===== src/rtl/trap_ctrl.sv =====
// Machine-mode trap sequencer: serialises mepc/mcause/mstatus updates for traps and MRET,
// owns the CSR write port, and keeps shadow copies of mstatus, mie, mtvec and mepc.
module trap_ctrl #(
    parameter int XLEN   = 32,
    parameter int CSR_AW = 12
) (
    input  logic              clk,
    input  logic              rst,
    input  logic              exc_valid,
    input  logic [XLEN-1:0]   exc_cause,
    input  logic [XLEN-1:0]   exc_epc,
    input  logic              irq_ext,
    input  logic              irq_sw,
    input  logic              irq_tim,
    input  logic [XLEN-1:0]   cur_pc,
    input  logic              mret_valid,
    input  logic              pipe_csr_we,
    input  logic [CSR_AW-1:0] pipe_csr_waddr,
    input  logic [XLEN-1:0]   pipe_csr_wdata,
    output logic              csr_write,
    output logic [CSR_AW-1:0] csr_waddr,
    output logic [XLEN-1:0]   csr_wdata,
    output logic              stall,
    output logic              redirect_valid,
    output logic [XLEN-1:0]   redirect_pc
);

    localparam logic [CSR_AW-1:0] ADDR_MSTATUS = CSR_AW'(12'h300);
    localparam logic [CSR_AW-1:0] ADDR_MIE     = CSR_AW'(12'h304);
    localparam logic [CSR_AW-1:0] ADDR_MTVEC   = CSR_AW'(12'h305);
    localparam logic [CSR_AW-1:0] ADDR_MEPC    = CSR_AW'(12'h341);
    localparam logic [CSR_AW-1:0] ADDR_MCAUSE  = CSR_AW'(12'h342);

    localparam logic [3:0] CODE_EXT = 4'd11;
    localparam logic [3:0] CODE_SW  = 4'd3;
    localparam logic [3:0] CODE_TIM = 4'd7;

    typedef enum logic [2:0] {
        IDLE    = 3'd0,
        E_EPC   = 3'd1,
        E_CAUSE = 3'd2,
        E_STAT  = 3'd3,
        R_STAT  = 3'd4
    } state_t;

    state_t state_q, state_d;

    logic [XLEN-1:0] mstatus_sh, mie_sh, mtvec_sh, mepc_sh;

    logic [XLEN-1:0] lat_cause, lat_epc;
    logic            lat_intr;
    logic [3:0]      lat_code;

    logic            irq_take;
    logic [3:0]      irq_code;
    logic [XLEN-1:0] irq_cause;

    logic            accept_trap;
    logic            accept_intr;
    logic [XLEN-1:0] accept_cause;
    logic [XLEN-1:0] accept_epc;

    logic [XLEN-1:0] trap_status;
    logic [XLEN-1:0] mret_status;
    logic [XLEN-1:0] vec_base;
    logic [XLEN-1:0] vec_target;

    // Fixed priority ext > sw > tim, gated by the global enable in mstatus.MIE.
    always_comb begin
        irq_take = 1'b0;
        irq_code = 4'd0;
        if (mstatus_sh[3]) begin
            if (irq_ext && mie_sh[11]) begin
                irq_take = 1'b1;
                irq_code = CODE_EXT;
            end else if (irq_sw && mie_sh[3]) begin
                irq_take = 1'b1;
                irq_code = CODE_SW;
            end else if (irq_tim && mie_sh[7]) begin
                irq_take = 1'b1;
                irq_code = CODE_TIM;
            end
        end
        irq_cause = {1'b1, {(XLEN-5){1'b0}}, irq_code};
    end

    always_comb begin
        trap_status        = mstatus_sh;
        trap_status[7]     = mstatus_sh[3];
        trap_status[3]     = 1'b0;
        trap_status[12:11] = 2'b11;

        mret_status        = mstatus_sh;
        mret_status[3]     = mstatus_sh[7];
        mret_status[7]     = 1'b1;
        mret_status[12:11] = 2'b11;
    end

    // Vectored mode only offsets interrupts; exceptions always land on the base.
    always_comb begin
        vec_base   = {mtvec_sh[XLEN-1:2], 2'b00};
        vec_target = vec_base;
        if (mtvec_sh[1:0] == 2'b01 && lat_intr)
            vec_target = vec_base + XLEN'({lat_code, 2'b00});
    end

    always_comb begin
        state_d        = state_q;
        csr_write      = 1'b0;
        csr_waddr      = '0;
        csr_wdata      = '0;
        stall          = 1'b0;
        redirect_valid = 1'b0;
        redirect_pc    = '0;
        accept_trap    = 1'b0;
        accept_intr    = 1'b0;
        accept_cause   = '0;
        accept_epc     = '0;

        case (state_q)
            IDLE: begin
                if (exc_valid) begin
                    accept_trap  = 1'b1;
                    accept_cause = exc_cause;
                    accept_epc   = exc_epc;
                    stall        = 1'b1;
                    state_d      = E_EPC;
                end else if (irq_take) begin
                    accept_trap  = 1'b1;
                    accept_intr  = 1'b1;
                    accept_cause = irq_cause;
                    accept_epc   = cur_pc;
                    stall        = 1'b1;
                    state_d      = E_EPC;
                end else if (mret_valid) begin
                    stall   = 1'b1;
                    state_d = R_STAT;
                end else begin
                    csr_write = pipe_csr_we;
                    csr_waddr = pipe_csr_waddr;
                    csr_wdata = pipe_csr_wdata;
                end
            end
            E_EPC: begin
                stall     = 1'b1;
                csr_write = 1'b1;
                csr_waddr = ADDR_MEPC;
                csr_wdata = lat_epc;
                state_d   = E_CAUSE;
            end
            E_CAUSE: begin
                stall     = 1'b1;
                csr_write = 1'b1;
                csr_waddr = ADDR_MCAUSE;
                csr_wdata = lat_cause;
                state_d   = E_STAT;
            end
            E_STAT: begin
                stall          = 1'b1;
                csr_write      = 1'b1;
                csr_waddr      = ADDR_MSTATUS;
                csr_wdata      = trap_status;
                redirect_valid = 1'b1;
                redirect_pc    = vec_target;
                state_d        = IDLE;
            end
            R_STAT: begin
                stall          = 1'b1;
                csr_write      = 1'b1;
                csr_waddr      = ADDR_MSTATUS;
                csr_wdata      = mret_status;
                redirect_valid = 1'b1;
                redirect_pc    = mepc_sh;
                state_d        = IDLE;
            end
            default: state_d = IDLE;
        endcase

        // Outputs must read zero for the whole reset window, not just after the next edge.
        if (rst) begin
            csr_write      = 1'b0;
            csr_waddr      = '0;
            csr_wdata      = '0;
            stall          = 1'b0;
            redirect_valid = 1'b0;
            redirect_pc    = '0;
            accept_trap    = 1'b0;
            state_d        = IDLE;
        end
    end

    always_ff @(posedge clk or posedge rst) begin
        if (rst)
            state_q <= IDLE;
        else
            state_q <= state_d;
    end

    always_ff @(posedge clk or posedge rst) begin
        if (rst) begin
            lat_cause <= '0;
            lat_epc   <= '0;
            lat_intr  <= 1'b0;
            lat_code  <= 4'd0;
        end else if (accept_trap) begin
            lat_cause <= accept_cause;
            lat_epc   <= accept_epc;
            lat_intr  <= accept_intr;
            lat_code  <= accept_cause[3:0];
        end
    end

    // Shadows snoop the write port itself, so the block's own writes are tracked too.
    always_ff @(posedge clk or posedge rst) begin
        if (rst) begin
            mstatus_sh <= '0;
            mie_sh     <= '0;
            mtvec_sh   <= '0;
            mepc_sh    <= '0;
        end else if (csr_write) begin
            case (csr_waddr)
                ADDR_MSTATUS: mstatus_sh <= csr_wdata;
                ADDR_MIE:     mie_sh     <= csr_wdata;
                ADDR_MTVEC:   mtvec_sh   <= csr_wdata;
                ADDR_MEPC:    mepc_sh    <= csr_wdata;
                default: ;
            endcase
        end
    end

endmodule


===== config.mk =====
export PLATFORM = sky130hd
export DESIGN_NAME = trap_ctrl
export DESIGN_NICKNAME = d
export VERILOG_FILES = /design/src/rtl/trap_ctrl.sv
export SDC_FILE = /design/constraint.sdc
export NUM_CORES = 1
export LEC_CHECK = 0
export CAP_MARGIN = 5
export CORE_MARGIN = 3
export CORE_UTILIZATION = 30
export DETAILED_ROUTE_END_ITERATION = 10
export MAX_ROUTING_LAYER = met4
export PLACE_DENSITY = 0.61
export SYNTH_ARGS = -nofsm -noshare
export SYNTH_HDL_FRONTEND = slang
export SYNTH_SLANG_ARGS = --single-unit

===== constraint.sdc =====
create_clock -name clk -period 21.2 [get_ports clk]
set_clock_uncertainty 0.05 [all_clocks]
set_input_delay 2.12 -clock clk [delete_from_list [all_inputs] [get_ports clk]]
set_output_delay 2.12 -clock clk [all_outputs]
set_load 0.05 [all_outputs]

# Yosys cells after proc, flatten, opt, wreduce, memory -nomap -nowiden
# Cells that the tools add are included.
[op_classes]
add_sub_neg = 1
n_mul = 0
div_mod_pow = 0
order_cmp = 0
eq_ne = 10
shift = 0
n_mux = 50
bitwise_logic = 0
reduce_logical = 11
[ops]
columns = ["operator", "count"]
rows = [
  ["two-way mux 32 bit", 12],
  ["one-hot mux 32 bit (5 select lines)", 1],
  ["one-hot mux 32 bit (2 select lines)", 1],
  ["== test 12 x 10 -> 1 bit (second input constant)", 4],
  ["two-way mux 12 bit", 4],
  ["one-hot mux 12 bit (4 select lines)", 1],
  ["adder 32 x 6 -> 32 bit", 1],
  ["two-way mux 1 bit", 20],
  ["two-way mux 3 bit", 6],
  ["one-hot mux 3 bit (3 select lines)", 1],
  ["two-way mux 4 bit", 2],
  ["AND reduction 2 bit", 4],
  ["== test 3 x 2 -> 1 bit (second input constant)", 2],
  ["!= test 5 bit (second input constant)", 1],
  ["logical AND 1 bit", 4],
  ["one-hot mux 1 bit (2 select lines)", 2],
  ["OR reduction 4 bit", 1],
  ["== test 3 x 1 -> 1 bit (second input constant)", 1],
  ["== test 3 bit (second input constant)", 1],
  ["logical NOT 3 bit", 1],
  ["== test 2 x 1 -> 1 bit (second input constant)", 1],
  ["OR reduction 2 bit", 1],
]
[totals]
ff_bits = 180
latch_bits = 0
mem_bits_rw = 0
mem_bits_ro = 0
inputBits = 148
output_inout_bits = 79
elab_cells = 81
n_memories = 0

# Depth between registers and ports, before layout
# Gate-level depths: netlist of run 1.
[depth]
depth_word = 11
depth_mapped = 9

# Worst setup path before layout of run 1
# OpenSTA, ideal clock, no wires.
[synth_timing]
path_type = "input to output"
startpoint = "input rst"
endpoint = "output csr_wdata[11]"
arrival_time_ps = 8035
setup_slack_ps = 10995
cell_stages = 5
path_buffers = 2
path_cell_list = "clkbuf_1 -> clkinv_1 -> nand2_1 -> clkbuf_1 -> nor2_1"
[synth_between]
elab_chain_cells = 1
[synth_rtl]
columns = ["element", "line_no", "source"]
rows = [
  ["from (decl)", "8", "input logic rst,"],
  ["two-way mux 32 bit", "180", "if (rst) begin"],
  ["to (decl)", "22", "output logic [XLEN-1:0] csr_wdata,"],
]
# No other way between the ends.

# Worst setup path in the final report of run 1
[layout_timing]
startpoint = "input rst"
endpoint = "output csr_waddr[0]"
[layout_between]
elab_chain_cells = 1
[layout_rtl]
columns = ["element", "line_no", "source"]
rows = [
  ["two-way mux 12 bit", "180", ""],
  ["to (decl)", "21", "output logic [CSR_AW-1:0] csr_waddr,"],
]
# No other way between the ends.

==> results of run 1 <==
==> per-layer routing <==
metal,wire length (um),part of all wire [%]
met1,14600,47
met2,13900,45
met3,1440,4.7
met4,782,2.6
met5,0,0
==> state kept, by name, summed over array words and instances, names as in the netlist <==
register and cells:
mie_sh 3, mepc_sh 32, lat_cause 32, mstatus_sh 30, mtvec_sh 32, state_q 3
lat_epc 32, lat_intr 1
==> critical path: stages <==
cell and delay (ns):
clkdlybuf4s50_1 0.63, inv_6 0.43, buf_4 0.77, nand2_1 0.10, buf_4 0.29, o41a_1 0.48, inv_1 0.08, clkdlybuf4s50_1 0.82
==> layout make-up <==
cell class,instances,area [sq um],share of cell area [%]
antenna,4,10.0,0.0816
clock buffer,17,425,3.47
clock inverter,14,198,1.61
inverter,6,27.5,0.224
multi-input combinational,676,4570,37.3
sequential,165,4130,33.7
tap,384,480,3.92
timing repair buffer,248,2420,19.8
==> layout by cell type (no fill, tap or decap), types with 4 or more instances in the layout <==
cell type | synthesis | final
nor3_1 | 8 | 8
inv_1 | 5 | 5
a221oi_1 | 28 | 28
a21oi_1 | 14 | 14
dfrtp_1 | 165 | 165
a22oi_1 | 94 | 94
o21ai_0 | 70 | 70
and3_1 | 4 | 4
nor4_1 | 8 | 7
nand3b_1 | 4 | 4
nor2_1 | 92 | 90
xor2_1 | 4 | 4
clkbuf_16 | 0 | 17
mux2_2 | 117 | 117
inv_6 | 0 | 7
xnor2_1 | 24 | 24
diode_2 | 0 | 4
and2_1 | 12 | 12
ha_1 | 4 | 4
a21o_1 | 4 | 4
bufinv_16 | 0 | 4
nand3_1 | 39 | 39
nand2_1 | 105 | 105
clkdlybuf4s50_1 | 0 | 225
buf_4 | 0 | 22
==> how the worst max path moves through the flow <==
stage / startpoint / end / slack (ns) / cells past startpoint
floorplan: rst / csr_wdata[11] / 10.99 / 5
global placement: rst / csr_waddr[0] / 13.19 / 8
detailed placement: rst / csr_waddr[0] / 13.16 / 8
CTS: rst / csr_waddr[0] / 13.15 / 8
global route: rst / csr_waddr[0] / 12.93 / 8
finish: rst / csr_waddr[0] / 13.24 / 8
==> stage by stage <==
stage / utilization (%) / total power [mW] / instances
after global routing: 42.2 / 1.01 / 1514
after detailed placement: 40.0 / 0.630 / 1479
after CTS: 42.1 / 0.968 / 1510
final: 42.2 / 0.959 / 1514
after floorplan: - / 0.535 / 920
after global placement: 40.0 / 0.626 / 1479
==> power by group <==
| group | switching (mW) | total (mW) | leakage (nW) | internal (mW) |
|---|---|---|---|---|
| logic | 0.117 | 0.219 | 2.71 | 0.102 |
| registers | 0.0436 | 0.405 | 2.14 | 0.362 |
| clock network | 0.136 | 0.334 | 0.301 | 0.199 |
==> logic make-up (layout without fill, tap and decap cells) <==
group,count (synthesis),in the layout,synth area share [%]
compound gates,230,230,17.5
xor+xnor,28,28,2.73
fa+ha+maj,5,5,0.779
buf+inv,79,285,3.45
flops,165,165,45.9
mux,119,119,14.9
other cells,0,4,0
simple gates,294,294,14.8
==> flow_metrics.env, run 1 <==
export IMPL_status="finished clean"
export IMPL_ir_drop_mv=0.0507
export IMPL_rows=62
export IMPL_dp_slack_ns=13.16
export IMPL_layout_drive_gt1_share_pct=16.2
export IMPL_reg2reg_from="mie_sh[11]"
export IMPL_period_minus_slack_ns=7.96
export IMPL_postCtsHoldBufs=0
export IMPL_grt_start_max_net_pins=69
export IMPL_wl_per_cell_um=20.3
export IMPL_synthArstFlopShare_pct=100
export IMPL_timing_rr_end="mstatus_sh[29]"
export IMPL_synth_area_sq_um=8990
export IMPL_worstMarginPinSlew_ns=0.911
export IMPL_cts_htree_levels=4
export IMPL_cts_setup_buffers=0
export IMPL_hold_start="lat_cause[25]"
export IMPL_viasPerCell=5.17
export IMPL_hold_path_class="reg -> reg"
export IMPL_grt_pass1_vias=7761
export IMPL_worstPathArrival_ns=5.79
export IMPL_cap_violations=0
export IMPL_synth_top_area_share_pct=45.9
export IMPL_crit_type="in -> out"
export IMPL_grt_first_pass_wirelength_um=46700
export IMPL_synthToLayoutAreaGrowth_pct=36.4
export IMPL_rsz0062_at_grt="false"
export IMPL_synth_top_cell_by_area="dfrtp_1"
export IMPL_synth_distinct_cells=54
export IMPL_syn_inst=920
export IMPL_hold_ws_ns=0.411
export IMPL_crit_fanout=68
export IMPL_worstHoldPathCells=2
export IMPL_cts_resized=0
export IMPL_ys_warn_count=0
export IMPL_die_h_um=179
export IMPL_ant_nets=0
export IMPL_pin_count=227
export IMPL_clk_path_buf_depth=2
export IMPL_clk_latency_ns=0.42
export IMPL_num_vias=7824
export IMPL_synth_most_common_cell="dfrtp_1"
export IMPL_die_area_sq_um=32100
export IMPL_max_freq_mhz=126
export IMPL_synth_nets=1073
export IMPL_drv_slew=0
export IMPL_path_clk_slew_ns=0.06
export IMPL_hold_viol=0
export IMPL_cts_buffers=17
export IMPL_drc=0
export IMPL_synth_area_leaders="dfrtp_1, mux2_2, a22oi_1"
export IMPL_yosysSeqAreaShare_pct=45.9
export IMPL_rrSetupSlack_ns=17.85
export IMPL_cts_root_buf="clkbuf_16"
export IMPL_finish_instance_area_sq_um=12300
export IMPL_critPathLaunchType="primary input"
export IMPL_use_met1_pct=27.6
export IMPL_busiest_layer="met2"
export IMPL_dr_pass1_iters=6
export IMPL_fin_nets=1267
export IMPL_antenna_found_initial=4
export IMPL_initial_core_util_pct=30.9
export IMPL_setup_tns_final_ns=0
export IMPL_synth_edf_count=0
export IMPL_fp_dieW_um=179
export IMPL_placed_area_sq_um=11600
export IMPL_grt_usage_pct=19.7
export IMPL_synth_top_cells_by_count="dfrtp_1, mux2_2, nand2_1"
export IMPL_p_leak_nw=5.16
export IMPL_crit_path_end_kind="output port"
export IMPL_gr_total_overflow=0
export IMPL_ys_ff_latch=165
export IMPL_reg2reg_depth=8
export IMPL_ys_flop_type="dfrtp_1"
export IMPL_design_core_area_sq_um=29100
export IMPL_setup_slack_ns=13.24
export IMPL_dpl_hpwl_um=22700
export IMPL_power_density_nw_per_um2=78.2
export IMPL_required_ns=19.03
export IMPL_finalCritPeriodShare_pct=37.6
export IMPL_numPortBuffers=226
export IMPL_avgSynthCellArea_sq_um=9.78
export IMPL_hold_end="lat_cause[25]"
export IMPL_clock_sinks=165
export IMPL_dr_first_iter_drc_count=469
export IMPL_grtUsageMet3_pct=3.09
export IMPL_routabilityCongestion=0.921
export IMPL_wirelength_um=30700
export IMPL_cts_tree="yes"
export IMPL_met2_usage_pct=29.2
export IMPL_slew_headroom_pct=39.2
export IMPL_finalSetupViolCount=0
export IMPL_n_fill_cell=2866
(Power assumes the default switching activity.)
==> inputs of run 2 (changes only) <==
==> constraint.sdc (replaced) <==
create_clock -name clk -period 7.7 [get_ports clk]
set_clock_uncertainty 0.05 [all_clocks]
set_input_delay 0.77 -clock clk [delete_from_list [all_inputs] [get_ports clk]]
set_output_delay 0.77 -clock clk [all_outputs]
set_load 0.05 [all_outputs]
==> flow_metrics.env, run 2 (synthesis gave the netlist of run 1 again) <==
export IMPL_max_freq_mhz=207
export IMPL_clk_latency_ns=0.42
export IMPL_die_h_um=179
export IMPL_numPortBuffers=226
export IMPL_synthToLayoutAreaGrowth_pct=36.2
export IMPL_path_clk_slew_ns=0.06
export IMPL_setup_tns_final_ns=0
export IMPL_gr_total_overflow=0
export IMPL_p_comb_share_pct=23.0
export IMPL_switching_share_pct=31.3
export IMPL_p_switching_mw=0.821
export IMPL_finish_instance_area_sq_um=12200
export IMPL_antenna_found_initial=3
export IMPL_cts_tree="yes"
export IMPL_pin_count=227
export IMPL_clock_sinks=165
export IMPL_dp_slack_ns=3.05
export IMPL_cpMostUsedCell="nor2_1"
export IMPL_drc=0
export IMPL_layout_drive_gt1_share_pct=16.2
export IMPL_worstHoldPathCells=2
export IMPL_wl_per_cell_um=20.1
export IMPL_reg2reg_from="state_q[1]"
export IMPL_cts_buffers=17
export IMPL_design_core_area_sq_um=29100
export IMPL_grt_pass1_vias=7774
export IMPL_cp_num_buf_inv=2
export IMPL_cts_root_buf="clkbuf_16"
export IMPL_p_leak_nw=5.15
export IMPL_status="finished clean"
export IMPL_timing_rr_end="mstatus_sh[17]"
export IMPL_initial_core_util_pct=30.9
export IMPL_final_util_pct=42.1
export IMPL_dr_first_iter_drc_count=526
export IMPL_hold_start="lat_cause[26]"
export IMPL_fp_dieW_um=179
export IMPL_period_minus_slack_ns=4.83
export IMPL_fin_nets=1267
export IMPL_multi_input_area_sq_um=4570
export IMPL_slew_headroom_pct=38.6
export IMPL_placed_area_sq_um=11600
export IMPL_regArea_sq_um=4130
export IMPL_finalSetupViolCount=0
export IMPL_rsz0062_at_grt="false"
export IMPL_setup_slack_ns=2.87
export IMPL_dr_pass1_iters=7
export IMPL_hold_ws_ns=0.414
export IMPL_ir_drop_mv=0.142
export IMPL_grt_start_max_net_pins=70
export IMPL_crit_path_end_kind="output port"
export IMPL_hold_path_class="reg -> reg"
export IMPL_routabilityCongestion=0.904
export IMPL_finalCritPeriodShare_pct=62.7
export IMPL_hold_end="lat_cause[26]"
export IMPL_cpMaxStageDelayCell="clkdlybuf4s50_1"
export IMPL_ant_nets=0
export IMPL_p_seq_share_pct=42.6
export IMPL_reg2reg_depth=9
export IMPL_hold_viol=0
export IMPL_postCtsHoldBufs=0
export IMPL_num_vias=7900
export IMPL_final_cell_mix="clkdlybuf4s50_1, dfrtp_1, mux2_2, nand2_1, a22oi_1"
export IMPL_clock_power_share_pct=34.4
export IMPL_critPathMaxStageDelay_ns=0.89
export IMPL_required_ns=6.88
export IMPL_worstPathArrival_ns=4.01
export IMPL_die_area_sq_um=32100
export IMPL_worstMarginPinSlew_ns=0.921
export IMPL_drv_slew=0
export IMPL_cts_resized=0
export IMPL_worstPathCellList="buf_4, nor2_1, and2_1, a21o_1, a221oi_1, nor2_1, clkdlybuf4s50_1"
export IMPL_rows=62
export IMPL_power_density_nw_per_um2=214
export IMPL_critPathLaunchType="flip-flop"
export IMPL_n_fill_cell=2889
export IMPL_cap_violations=0
export IMPL_crit_type="reg -> out"
export IMPL_crit_fanout=25
export IMPL_intPower_mw=1.80
export IMPL_cts_htree_levels=4
export IMPL_final_common_cell="clkdlybuf4s50_1"
export IMPL_grt_first_pass_wirelength_um=46300
export IMPL_viasPerCell=5.22
export IMPL_wirelength_um=30500
export IMPL_dpl_hpwl_um=22500
export IMPL_cts_setup_buffers=0
export IMPL_rrSetupSlack_ns=4.31
export IMPL_critical_path_top_delay_family="simple AND/OR/NAND/NOR gates"
export IMPL_grt_usage_pct=19.4
export IMPL_clk_path_buf_depth=2
[run 2: cell types whose count changed in the layout (fill, tap and decap cells not counted), sizes merged]
cell / previous run / this run
bufinv: 4 / 3
clkbuf: 17 / 18
clkinv: 2 / 3
diode: 4 / 3
inv: 12 / 11
[run 2: stage by stage]
step                power, mW  instances
global route             2.76       1513
floorplan                1.47        920
detailed placement       1.74       1479
CTS                      2.65       1510
finish                   2.62       1513
global placement         1.72       1479
[run 2: area by class of cell]
class,count,share of cell area (%)
inverters,6,0.225
flip-flops and latches,165,33.7
diodes,3,0.0613
clock buffers,18,3.59
multi-input cells,676,37.3
well taps,384,3.92
repair buffers,248,19.8
clock inverters,13,1.39
[run 2: worst register-to-register path, stage by stage, from the launching register on]
cell,delay (ns)
dfrtp_1,0.37
buf_4,0.25
nor4_2,0.45
o211a_1,0.21
buf_4,0.37
nand2_1,0.15
a211oi_2,0.41
and3_1,0.22
buf_4,0.38
mux2_2,0.43
[run 2: layer usage]
layer	up-vias	track usage (%)	routed length [um]
met5	-	-	0
met1	3876	26.9	14200
li1	3751	-	-
met4	0	4.93	582
met2	238	30.0	14100
met3	35	3.05	1520
[run 2: power groups by stage]
stage                     logic (mW)  clock network, mW  registers, mW
after floorplan                0.400                  0           1.07
after global placement         0.596                  0           1.13
after detailed placement       0.607                  0           1.13
after CTS                      0.608              0.925           1.12
after global routing           0.665              0.962           1.14
final                          0.603              0.901           1.12
[run 2: worst max path at each step]
| stage | start | end | cells past startpoint |
|---|---|---|---|
| detailed placement | rst | csr_wdata[3] | 6 |
| global route | state_q[0] | csr_wdata[6] | 7 |
| finish | state_q[0] | csr_wdata[6] | 7 |
| CTS | state_q[0] | csr_wdata[6] | 7 |
| global placement | rst | csr_wdata[3] | 6 |
| floorplan | rst | mie_sh[3] | 7 |
==> inputs of run 3 (changes only) <==
==> constraint.sdc (replaced) <==
create_clock -name clk -period 4.85 [get_ports clk]
set_clock_uncertainty 0.05 [all_clocks]
set_input_delay 0.485 -clock clk [delete_from_list [all_inputs] [get_ports clk]]
set_output_delay 0.485 -clock clk [all_outputs]
set_load 0.05 [all_outputs]
==> flow_metrics.env, run 3 (synthesis gave the netlist of run 1 again) <==
export IMPL_synthToLayoutAreaGrowth_pct=34.6
export IMPL_status="finished clean"
export IMPL_clk_latency_ns=0.42
export IMPL_path_clk_slew_ns=0.06
export IMPL_ant_nets=0
export IMPL_critPathMaxStageDelay_ns=0.84
export IMPL_final_cell_mix="dfrtp_1, clkdlybuf4s50_1, mux2_2, nand2_1, a22oi_1"
export IMPL_num_vias=7898
export IMPL_fp_dieW_um=179
export IMPL_crit_fanout=28
export IMPL_design_core_area_sq_um=29100
export IMPL_die_h_um=179
export IMPL_worstMarginPinSlew_ns=0.988
export IMPL_n_fill_cell=2836
export IMPL_worstPathCellList="buf_4, nor2b_2, o21bai_1, a21boi_0, nor2_1, clkdlybuf4s50_1"
export IMPL_crit_type="reg -> out"
export IMPL_drv_slew=0
export IMPL_grt_first_pass_wirelength_um=46400
export IMPL_dp_cells=1482
export IMPL_finalCritPeriodShare_pct=81.7
export IMPL_hold_ws_ns=0.414
export IMPL_clk_path_buf_depth=2
export IMPL_wirelength_um=30200
export IMPL_cts_htree_levels=4
export IMPL_gr_total_overflow=0
export IMPL_multi_input_area_sq_um=4570
export IMPL_finish_instance_area_sq_um=12100
export IMPL_routabilityCongestion=0.864
export IMPL_critPathLaunchType="flip-flop"
export IMPL_numPortBuffers=226
export IMPL_initial_core_util_pct=30.9
export IMPL_power_density_nw_per_um2=337
export IMPL_finalSetupViolCount=0
export IMPL_hold_viol=0
export IMPL_clock_sinks=165
export IMPL_max_freq_mhz=252
export IMPL_slew_headroom_pct=34.1
export IMPL_die_area_sq_um=32100
export IMPL_cpMaxStageDelayCell="clkdlybuf4s50_1"
export IMPL_final_util_pct=41.6
export IMPL_fin_cells=1523
export IMPL_ir_drop_mv=0.214
export IMPL_cts_tree="yes"
export IMPL_cts_root_buf="clkbuf_16"
export IMPL_pin_count=227
export IMPL_drc=0
export IMPL_dr_pass1_iters=5
export IMPL_postCtsHoldBufs=0
export IMPL_crit_path_end_kind="output port"
export IMPL_required_ns=4.32
export IMPL_period_minus_slack_ns=3.96
export IMPL_cap_violations=0
export IMPL_rsz0062_at_grt="false"
export IMPL_grt_pass1_vias=7894
export IMPL_cts_setup_buffers=0
export IMPL_grt_usage_pct=19.4
export IMPL_p_leak_nw=5.28
export IMPL_dpl_hpwl_um=22300
export IMPL_regArea_sq_um=4130
export IMPL_hold_path_class="reg -> reg"
export IMPL_layout_drive_gt1_share_pct=22.0
export IMPL_dr_first_iter_drc_count=584
export IMPL_viasPerCell=5.19
export IMPL_rows=62
export IMPL_final_common_cell="dfrtp_1"
export IMPL_cts_buffers=17
export IMPL_wl_per_cell_um=19.9
export IMPL_antenna_found_initial=11
export IMPL_placed_area_sq_um=11500
export IMPL_fin_nets=1270
export IMPL_cts_resized=0
export IMPL_grt_start_max_net_pins=79
export IMPL_setup_tns_final_ns=0
export IMPL_worstPathArrival_ns=3.43
[run 3: changes by cell type in the layout (fill, tap and decap cells not counted)]
cell,delta
inv_8,-1
buf_12,+2
clkinv_2,+1
clkdlybuf4s50_1,-68
clkbuf_1,+4
clkbuf_8,-1
inv_6,-4
buf_4,+69
diode_2,+8
[run 3: worst paths after layout]
path,from,cells after the start,end,slack [ns]
worst max-delay path,state_q[0],6,csr_waddr[6],0.89
worst min-delay path,lat_cause[4],2,lat_cause[4],0.41
worst max register to register,state_q[1],8,mepc_sh[27],1.76
max in group asynchronous,rst,4,lat_cause[11],2.11
min in group asynchronous,rst,2,mstatus_sh[7],0.59
worst min register to register,lat_cause[4],2,lat_cause[4],0.41
[run 3: layout make-up]
type,count,share of cell area (%)
multi-input combinational,676,37.8
sequential,165,34.1
timing repair buffer,251,19.0
tap,384,3.97
clock buffer,21,3.64
clock inverter,9,1.06
inverter,6,0.227
antenna,11,0.227
[run 3: worst max-delay path, delay by kind of cell (launching register included)]
kind            cells  cell delay, ns
compound gates      2            0.55
flops               1            0.51
buf+inv             2            1.23
simple gates        2            0.70
[run 3: metrics by stage]
step | power [mW] | setup slack, ns
after global placement | 2.72 | 1.30
after CTS | 4.12 | 0.824
final | 4.08 | 0.887
after global routing | 4.30 | 0.633
after floorplan | 2.34 | 1.05
after detailed placement | 2.75 | 1.29
[run 3: report_power, final]
| part | internal, mW | switching, mW | total [mW] |
|---|---|---|---|
| Combinational | 0.440 | 0.509 | 0.949 |
| Sequential | 1.58 | 0.191 | 1.77 |
| Clock | 0.803 | 0.550 | 1.35 |
[run 3: layer usage]
metal  GRT usage (%)  wire, um
met5               -         0
met4            6.86       723
met3            3.41      1540
met2            28.5     13700
met1            27.0     14200
